--- config.mk ---
export PLATFORM = sky130hd
export DESIGN_NAME = lcm_from_gcd_flat
export DESIGN_NICKNAME = d
export VERILOG_FILES = /design/src/rtl/lcm_from_gcd_if.sv /design/src/rtl/lcm_from_gcd.sv /design/src/flat_wrapper.sv
export SDC_FILE = /design/constraint.sdc
export NUM_CORES = 1
export LEC_CHECK = 0
export BUFFER_PORTS_ARGS = -buffer_cell sky130_fd_sc_hd__buf_4
export CORE_ASPECT_RATIO = 1.2
export CORE_UTILIZATION = 45
export DETAILED_ROUTE_END_ITERATION = 12
export PLACE_DENSITY = 0.61
export SKIP_LAST_GASP = 1
export SLEW_MARGIN = 40
export SYNTH_ARGS = -nofsm -noshare
export SYNTH_HDL_FRONTEND = slang
export SYNTH_SLANG_ARGS = --single-unit
--- constraint.sdc ---
create_clock -name CLK -period 11.1 [get_ports CLK]
set_input_delay 1.665 -clock CLK [delete_from_list [all_inputs] [get_ports CLK]]
set_output_delay 1.665 -clock CLK [all_outputs]
set_load 0.05 [all_outputs]
--- src/rtl/lcm_from_gcd_if.sv ---
// Handshake bundle between the upstream GCD unit, the LCM stage and its consumer.
// Operands X/Y, GCD result G with its level READY in; LCM result, READY and ERR out.
interface lcm_from_gcd_if #(
  parameter int unsigned WIDTH = 16
);
  logic [WIDTH-1:0]   X;
  logic [WIDTH-1:0]   Y;
  logic [WIDTH-1:0]   G;
  logic               G_READY;
  logic [2*WIDTH-1:0] OUT;
  logic               READY;
  logic               ERR;

  modport master (
    output X, Y, G, G_READY,
    input  OUT, READY, ERR
  );

  modport slave (
    input  X, Y, G, G_READY,
    output OUT, READY, ERR
  );
endinterface

--- src/rtl/lcm_from_gcd.sv ---
// LCM = (X / G) * Y via a WIDTH-step restoring divider then a WIDTH-step shift-add multiplier.
// Optional LCM_REM_CHECK_EN: flag ERR when G does not divide X (non-zero remainder).
module lcm_from_gcd #(
  parameter int unsigned WIDTH = 16
) (
  input  logic          CLK,
  input  logic          RESET,
  lcm_from_gcd_if.slave bus
);

  localparam int unsigned CNT_W = $clog2(WIDTH + 1);

  typedef enum logic [1:0] {
    IDLE = 2'd0,
    DIV  = 2'd1,
    MUL  = 2'd2,
    DONE = 2'd3
  } state_t;

  state_t             state_q, state_d;
  logic [WIDTH-1:0]   x_q, x_d;
  logic [WIDTH-1:0]   y_q, y_d;
  logic [WIDTH-1:0]   g_q, g_d;
  logic [WIDTH-1:0]   rem_q, rem_d;
  logic [CNT_W-1:0]   cnt_q, cnt_d;
  logic [2*WIDTH-1:0] mcand_q, mcand_d;
  logic [WIDTH-1:0]   mplier_q, mplier_d;
  logic [2*WIDTH-1:0] acc_q, acc_d;
  logic [2*WIDTH-1:0] out_q, out_d;
  logic               ready_q, ready_d;
  logic               err_q, err_d;

  logic [WIDTH:0]     rem_shift;
  logic [WIDTH:0]     rem_sub;
  logic               rem_ge;
  logic [WIDTH-1:0]   quo_step;
  logic [2*WIDTH-1:0] acc_step;

  always_ff @(posedge CLK or posedge RESET) begin
    if (RESET) begin
      state_q  <= IDLE;
      x_q      <= '0;
      y_q      <= '0;
      g_q      <= '0;
      rem_q    <= '0;
      cnt_q    <= '0;
      mcand_q  <= '0;
      mplier_q <= '0;
      acc_q    <= '0;
      out_q    <= '0;
      ready_q  <= 1'b0;
      err_q    <= 1'b0;
    end else begin
      state_q  <= state_d;
      x_q      <= x_d;
      y_q      <= y_d;
      g_q      <= g_d;
      rem_q    <= rem_d;
      cnt_q    <= cnt_d;
      mcand_q  <= mcand_d;
      mplier_q <= mplier_d;
      acc_q    <= acc_d;
      out_q    <= out_d;
      ready_q  <= ready_d;
      err_q    <= err_d;
    end
  end

  always_comb begin
    state_d  = state_q;
    x_d      = x_q;
    y_d      = y_q;
    g_d      = g_q;
    rem_d    = rem_q;
    cnt_d    = cnt_q;
    mcand_d  = mcand_q;
    mplier_d = mplier_q;
    acc_d    = acc_q;
    out_d    = out_q;
    ready_d  = ready_q;
    err_d    = err_q;

    // The partial remainder stays below G, so the borrow out of the
    // (WIDTH+1)-bit subtraction is exactly the "rem < G" decision.
    rem_shift = {rem_q, x_q[WIDTH-1]};
    rem_sub   = rem_shift - {1'b0, g_q};
    rem_ge    = ~rem_sub[WIDTH];
    // Dividend bits leave x_q at the MSB while quotient bits enter at the LSB,
    // so after WIDTH steps x_q holds the quotient.
    quo_step  = {x_q[WIDTH-2:0], rem_ge};
    acc_step  = mplier_q[0] ? (acc_q + mcand_q) : acc_q;

    case (state_q)
      IDLE: begin
        if (bus.G_READY) begin
          if (bus.G != '0) begin
            x_d     = bus.X;
            y_d     = bus.Y;
            g_d     = bus.G;
            rem_d   = '0;
            cnt_d   = CNT_W'(WIDTH);
            state_d = DIV;
          end else begin
            out_d   = '0;
            err_d   = 1'b1;
            ready_d = 1'b1;
            state_d = DONE;
          end
        end
      end

      DIV: begin
        rem_d = rem_ge ? rem_sub[WIDTH-1:0] : rem_shift[WIDTH-1:0];
        x_d   = quo_step;
        cnt_d = cnt_q - 1'b1;
        if (cnt_q == CNT_W'(1)) begin
          mcand_d  = {{WIDTH{1'b0}}, quo_step};
          mplier_d = y_q;
          acc_d    = '0;
          cnt_d    = CNT_W'(WIDTH);
          state_d  = MUL;
        end
      end

      MUL: begin
        acc_d    = acc_step;
        mcand_d  = mcand_q << 1;
        mplier_d = mplier_q >> 1;
        cnt_d    = cnt_q - 1'b1;
        if (cnt_q == CNT_W'(1)) begin
          out_d   = acc_step;
          ready_d = 1'b1;
`ifdef LCM_REM_CHECK_EN
          err_d   = (rem_q != '0);
`else
          err_d   = 1'b0;
`endif
          state_d = DONE;
        end
      end

      DONE: begin
        if (!bus.G_READY) begin
          ready_d = 1'b0;
          err_d   = 1'b0;
          state_d = IDLE;
        end
      end

      default: state_d = IDLE;
    endcase
  end

  assign bus.OUT   = out_q;
  assign bus.READY = ready_q;
  assign bus.ERR   = err_q;

endmodule

--- src/flat_wrapper.sv ---
// flat-port wrapper written by rule: the top's interface ports become plain ports
module lcm_from_gcd_flat 
#(
  parameter int unsigned WIDTH = 16
)
  (CLK, RESET, bus_X, bus_Y, bus_G, bus_G_READY, bus_OUT, bus_READY, bus_ERR);
  lcm_from_gcd_if #(.WIDTH(WIDTH)) bus_i ();
  input  logic CLK;
  input  logic RESET;
  input wire logic [$bits(bus_i.X)-1:0] bus_X;
  input wire logic [$bits(bus_i.Y)-1:0] bus_Y;
  input wire logic [$bits(bus_i.G)-1:0] bus_G;
  input wire logic [$bits(bus_i.G_READY)-1:0] bus_G_READY;
  output wire logic [$bits(bus_i.OUT)-1:0] bus_OUT;
  output wire logic [$bits(bus_i.READY)-1:0] bus_READY;
  output wire logic [$bits(bus_i.ERR)-1:0] bus_ERR;
  assign bus_i.X = bus_X;
  assign bus_i.Y = bus_Y;
  assign bus_i.G = bus_G;
  assign bus_i.G_READY = bus_G_READY;
  assign bus_OUT = bus_i.OUT;
  assign bus_READY = bus_i.READY;
  assign bus_ERR = bus_i.ERR;
  lcm_from_gcd #(.WIDTH(WIDTH)) u_core (.CLK(CLK), .RESET(RESET), .bus(bus_i));
endmodule
==> impl_metrics.ini, run 1 <==
[global_routing]
track_usage_pct = 21.9
antenna_found_initial = 0
grt_overflow_total = 0
grt_max_degree = 102
grt_pass1_wl_um = 41500
grt_pass1_vias = 8112

[floorplan]
coreArea_sq_um = 23100
boundaryPins = 85
die_area_sq_um = 24100
die_x_um = 142
die_h_um = 170
rows = 61
start_util_pct = 45.6

[pwr]
p_comb_share_pct = 48.7
p_leak_uw = 0.00559
clkPwrFrac_pct = 18.3
seq_power_share_pct = 33.0
power.switching_uw = 1480
powerDensity_nw_per_um2 = 273
swShare_pct = 44.7
p_int_uw = 1830
vdd_drop_max_v = 0.000117

[timing]
hold_viol_final = 0
drv_slew = 0
finalClockSkew_ps = 8.90
setup_viol = 0
min_period_over_period_pct = 34.6
relSlewSlack_pct = 46.4
rsz0062_at_grt = false
fmax_mhz = 260
period_minus_slack_ps = 3850
tightest_slew_ps = 796
setup_tns_ps = 0

[critical_path]
crit_path_end = u_core.rem_q[14]
cp.required_ps = 11430
path_max_fanout = 50
end_kind = register
timing.rr.end = u_core.acc_q[16]
arrival_ps = 4170
crit_path_start_kind = input port
r2r_slack_ps = 7660
path_class = input port to register
crit_path_start = bus_G[9]
worstRegToRegCells = 10
reg2reg_from = u_core.mcand_q[0]

[hold_path]
worstHoldPathType = register to register
worstHoldPathCells = 2

[routing]
drc_errors = 0
vias = 8294
dr.pass1.iters = 5
ant_nets = 0
via_per_inst = 5.55
wl_per_cell_um = 16.5
drtIter0Drc = 463
wl_um = 24700

[synthesis]
synth_edf_count = 0
synth_cell_types = 72
ys_seq_area_share_pct = 43.9
synth_nets = 1206
synth-main-ff-cell = dfrtp_1
yosysWarningCount = 0
syn_inst = 1099
synth_area_per_cell_sq_um = 9.60
synth_async_sr_flop_share_pct = 100
ys_ff_latch = 185
syn_area_sq_um = 10500

[cts]
cts_buffer_depth = 2
root_buffer = clkbuf_16
numCtsBuffers = 17
path_clk_slew_ps = 80
cts_tree = built
clock_sinks = 185
insertion_delay_ps = 440
cts-htree-levels = 4
ctsHoldBuffers = 0
post_cts_buffers = 0
cts_resized = 0

[place]
portBuffers = 84
gp_congestion = 0.835
dpl_cell_area_sq_um = 11600
place_inst = 1462
hpwl_um = 17700

[cells_and_area]
final_cell_area_sq_um = 12100
area_growth_pct = 15.1
multi_input_area_sq_um = 5600
fin_cells = 1494
fillCellCount = 2177
nNetsFinal = 1273
n_antenna_cell = 0
regArea_sq_um = 4630
drive_gt1_share_pct = 15.8

[run_status]
status = complete, no violations

[run]
max-cap-violations = 0
how the worst min path moves through the flow:
stage / startpoint / to / slack, ps
after floorplan: u_core.mplier_q[10] / u_core.mplier_q[10] / 450
after global placement: u_core.mplier_q[6] / u_core.mplier_q[6] / 460
after detailed placement: u_core.bus.OUT[4] / u_core.bus.OUT[4] / 460
after CTS: u_core.bus.OUT[4] / u_core.bus.OUT[4] / 480
after global routing: u_core.bus.OUT[12] / u_core.bus.OUT[12] / 500
final: u_core.bus.OUT[12] / u_core.bus.OUT[12] / 480
critical path, cell delays in order:
cell	delay [ps]
buf_4	110
nor4_1	450
nand4_1	300
nand3_1	180
a21boi_4	170
buf_4	390
nand2b_1	470
nor2_1	110
a221o_1	310
metal layers:
layer,part of all wire (%),wire length [um],vias to the layer above,global-route usage [%]
li1,-,-,4115,-
met1,46,11300,3989,28.2
met2,50,12300,162,38.2
met3,3.1,754,28,3.08
met4,1.6,398,0,6.36
met5,0,0,-,0
sequential cells by signal (all words and copies together) (netlist names):
register / flops
u_core.acc_q: 32
u_core.bus.ERR: 1
u_core.bus.OUT: 32
u_core.bus.READY: 1
u_core.cnt_q: 5
u_core.g_q: 16
u_core.mcand_q: 32
u_core.mplier_q: 16
u_core.rem_q: 16
u_core.state_q: 2
u_core.x_q: 16
u_core.y_q: 16
cells by family (layout without fill, tap and decap cells):
kind of cell             Yosys count  after routing  share of synthesized area [%]
AO/OA/AOI/OAI                    333            333                           20.2
XOR/XNOR                          32             32                           2.66
adder cells (fa/ha/maj)           56             56                           6.79
buffers and inverters             95            175                           3.42
flip-flops                       185            185                           43.9
multiplexers                     107            107                           10.6
AND/OR/NAND/NOR                  291            291                           12.4
cell usage after synthesis, drive strengths merged (4+ instances only):
cell    instances  area, sq um
nor2b           7         43.8
and3            7         43.8
o21ai         143          716
nand3          11         55.1
xnor2          24          210
o31ai          10         75.1
xor2            8         70.1
o21a            9         67.6
a21oi          48          248
a21boi          5         37.5
a22o           25          219
ha             54          676
a21o           17          128
mux2           36          405
nand2         164          616
nor2           45          169
clkbuf         37          139
nand4           4         25.0
inv            43          161
o211ai          6         45.0
nand2b          6         37.5
buf            14         56.3
and2            5         31.3
dfrtp         185         4630
nor3           11         55.1
or3             6         37.5
mux2i          71          711
nor4b           4         41.3
a31oi          13         96.3
nor4            6         37.5
a211oi         12         90.1
or4             4         33.8
o21bai          9         67.6
cell type report:
type                       count  area share [%]
multi-input combinational    819            46.1
sequential                   185            38.1
timing repair buffer          99            6.35
clock buffer                  17            3.50
tap                          315            3.25
inverter                      44            1.42
clock inverter                15            1.28
placed cells by master, fill, tap and decap left out, drive strengths merged, types with 4 or more instances in the layout:
| master | instances |
|---|---|
| nand2 | 164 |
| nor3 | 11 |
| a21oi | 48 |
| o21a | 9 |
| and3 | 7 |
| nand3 | 11 |
| a21boi | 5 |
| o21ai | 143 |
| inv | 52 |
| or3 | 6 |
| nor4 | 6 |
| mux2 | 36 |
| a31oi | 13 |
| nor4b | 4 |
| buf | 99 |
| o211ai | 6 |
| clkinv | 5 |
| xnor2 | 24 |
| and2 | 5 |
| nand2b | 6 |
| dfrtp | 185 |
| or4 | 4 |
| nand4 | 4 |
| a21o | 17 |
| mux2i | 71 |
| nor2b | 7 |
| nor2 | 45 |
| ha | 54 |
| o21bai | 9 |
| xor2 | 8 |
| a22o | 25 |
| clkbuf | 17 |
| o31ai | 10 |
| a211oi | 12 |
power by group through the flow:
stage | sequential, uW | clock [uW] | combinational, uW
after floorplan | 1180 | 0 | 1110
after global placement | 1100 | 0 | 1590
after detailed placement | 1110 | 0 | 1620
after CTS | 1090 | 618 | 1630
after global routing | 1130 | 644 | 1800
final | 1090 | 605 | 1620
stage by stage:
step	power [uW]	util [%]	worst slack [ps]	hold slack, ps
global route	3570	52.5	7080	503
global placement	2690	49.8	6830	461
detailed placement	2730	50.0	6800	464
finish	3310	52.5	7250	477
floorplan	2290	-	4410	450
CTS	3340	52.5	7260	483
Power figures use the tool's default switching activity.
==> inputs of run 2 (changes only) <==
- ABC_AREA: not set -> 1
- PLACE_DENSITY: 0.61 -> 0.63
- clock period: 11.1 -> 3.3 ns (I/O delays scaled with it)
==> impl_metrics.ini, run 2 <==
[synthesis]
muxShareOfSynthArea_pct = 0
ys_top_cells_by_count = nand2_1, inv_1, dfrtp_1
yosysTopAreaCell = dfrtp_1
synth-main-ff-cell = dfrtp_1
synth_top_area_share_pct = 40.4
synth_compound_area_share_pct = 10.6
synth_area_leaders = dfrtp_1, nand2_1, inv_1
ys_ff_latch = 185
synth_area_per_cell_sq_um = 6.95
synth_async_sr_flop_share_pct = 100
synth_nets = 1756
synth_adder_area_share_pct = 6.25
synth_top_family_by_area = simple AND/OR/NAND/NOR gates
ys_seq_area_share_pct = 40.4
synth_cell_types = 35
yosysMostFrequentCell = nand2_1
synth_edf_count = 0
synthSimpleGateAreaFrac_pct = 30.7
syn_inst = 1649
synth_xor_area_share_pct = 2.06
syn_area_sq_um = 11500
yosysWarningCount = 0

[floorplan]
die_x_um = 148
boundaryPins = 85
rows = 63
die_h_um = 177
coreArea_sq_um = 24800
start_util_pct = 46.1
die_area_sq_um = 26100

[pwr]
p_int_uw = 6100
seq_power_share_pct = 30.2
vdd_drop_max_v = 0.000597
swShare_pct = 48.3
p_leak_uw = 0.00696
power_uw = 11800
power.switching_uw = 5700
p_comb_share_pct = 52.6
powerDensity_nw_per_um2 = 910
clkPwrFrac_pct = 17.1

[place]
hpwl_um = 21400
dp_slack_ps = 819
portBuffers = 84
gp_congestion = 0.908

[cells_and_area]
n_antenna_cell = 0
fillCellCount = 2504
area_growth_pct = 13.2
nNetsFinal = 1818
final_common_cell = nand2_1
mostFrequentLayoutCells = nand2_1, inv_1, dfrtp_1
drive_gt1_share_pct = 8.06

[critical_path]
reg2reg_from = u_core.mcand_q[0]
worstRegToRegCells = 14
path_max_fanout = 4
r2r_slack_ps = 780
timing.rr.end = u_core.bus.OUT[24]
cp.required_ps = 3630
path_class = register to register
crit_path_start_kind = register
end_kind = register
arrival_ps = 2860

[global_routing]
track_usage_pct = 23.7
antenna_found_initial = 0
grt_pass1_wl_um = 49100
grt_max_degree = 109
grt_overflow_total = 0
grt_pass1_vias = 10100

[cts]
path_clk_slew_ps = 70
cts_resized = 0
cts_buffer_depth = 2
clock_sinks = 185
numCtsBuffers = 17
cts-htree-levels = 4
insertion_delay_ps = 450
cts_tree = built
root_buffer = clkbuf_16
post_cts_buffers = 0
ctsHoldBuffers = 0

[routing]
drc_errors = 0
via_per_inst = 5.05
drtIter0Drc = 547
wl_per_cell_um = 14.2
ant_nets = 0
wl_um = 29100
dr.pass1.iters = 5
vias = 10400

[timing]
tightest_slew_ps = 733
rsz0062_at_grt = false
relSlewSlack_pct = 51.0
finalClockSkew_ps = 15.1
timing.final.ws_setup_ps = 775
period_minus_slack_ps = 2520
hold_viol_final = 0
drv_slew = 0
setup_tns_ps = 0
setup_viol = 0
min_period_over_period_pct = 76.5
whs_ps = 2.32
fmax_mhz = 396

[run_status]
status = complete, no violations

[run]
max-cap-violations = 0

[hold_path]
worstHoldPathType = input port to async pin
-- run 2: cell count changes in the layout (fill, tap and decap cells not counted), sizes merged, moves of 27 or more --
cell,change
inv,+189
nor2,+85
o21ai,-43
nand2,+432
mux2,-36
o211ai,+27
nand3,+117
mux2i,-71
-- run 2: cell type report --
class	instances	area, sq um	area share (%)
Clock inverter	10	109	0.839
Tap cell	325	407	3.13
Inverter	238	897	6.92
Multi-Input combinational cell	1171	5690	43.9
Timing Repair Buffer	98	786	6.06
Sequential cell	185	4630	35.7
Clock buffer	22	454	3.50
-- run 2: metrics by stage --
step           cell area, sq um  util, %  std cells
2_1_floorplan             11500        -       1649
3_3_place_gp              12400     49.9       2016
3_5_place_dp              12400     49.9       2016
4_1_cts                   13000     52.2       2048
5_1_grt                   13000     52.2       2049
6_report                  13000     52.2       2049
-- run 2: power by group through the flow --
stage	clock network (uW)	registers [uW]	logic, uW
floorplan	0	3970	4220
global placement	0	3590	6150
detailed placement	0	3600	6220
CTS	2060	3570	6250
global route	2150	3660	7040
finish	2020	3570	6210
-- run 2: worst max-delay path, stage by stage, from the launching register on --
cell and delay [ps]:
dfrtp_1 420, ha_1 260, fa_1 510, nand3_1 140, nand3_1 170, nand2_1 100, nand2_1 100, nand2_1 90
nand2_1 100, nand2_1 120, nand2_1 60, nand2_1 50, nand3_1 90, nand3_1 130, nand2_1 50
-- run 2: logic make-up after synthesis --
family / after synthesis
AO/OA/AOI/OAI: 215
XOR/XNOR: 27
adder cells (fa/ha/maj): 56
buffers and inverters: 293
flip-flops: 185
AND/OR/NAND/NOR: 873
-- run 2: worst max path at each step --
stage	startpoint	cells past startpoint	endpoint
2_1_floorplan	RESET	1	u_core.acc_q[0]
3_3_place_gp	u_core.mcand_q[0]	14	u_core.bus.OUT[24]
3_5_place_dp	u_core.mcand_q[0]	14	u_core.bus.OUT[24]
4_1_cts	u_core.mcand_q[0]	14	u_core.bus.OUT[24]
5_1_grt	u_core.mcand_q[0]	14	u_core.bus.OUT[24]
6_report	u_core.mcand_q[0]	14	u_core.bus.OUT[24]
-- run 2: metal layers --
layer / track usage (%) / part of all wire (%) / vias up
met5: 0 / 0 / -
met4: 7.43 / 2.0 / 0
li1: - / - / 5322
met2: 40.5 / 49 / 138
met3: 3.25 / 2.4 / 26
met1: 31.0 / 47 / 4865
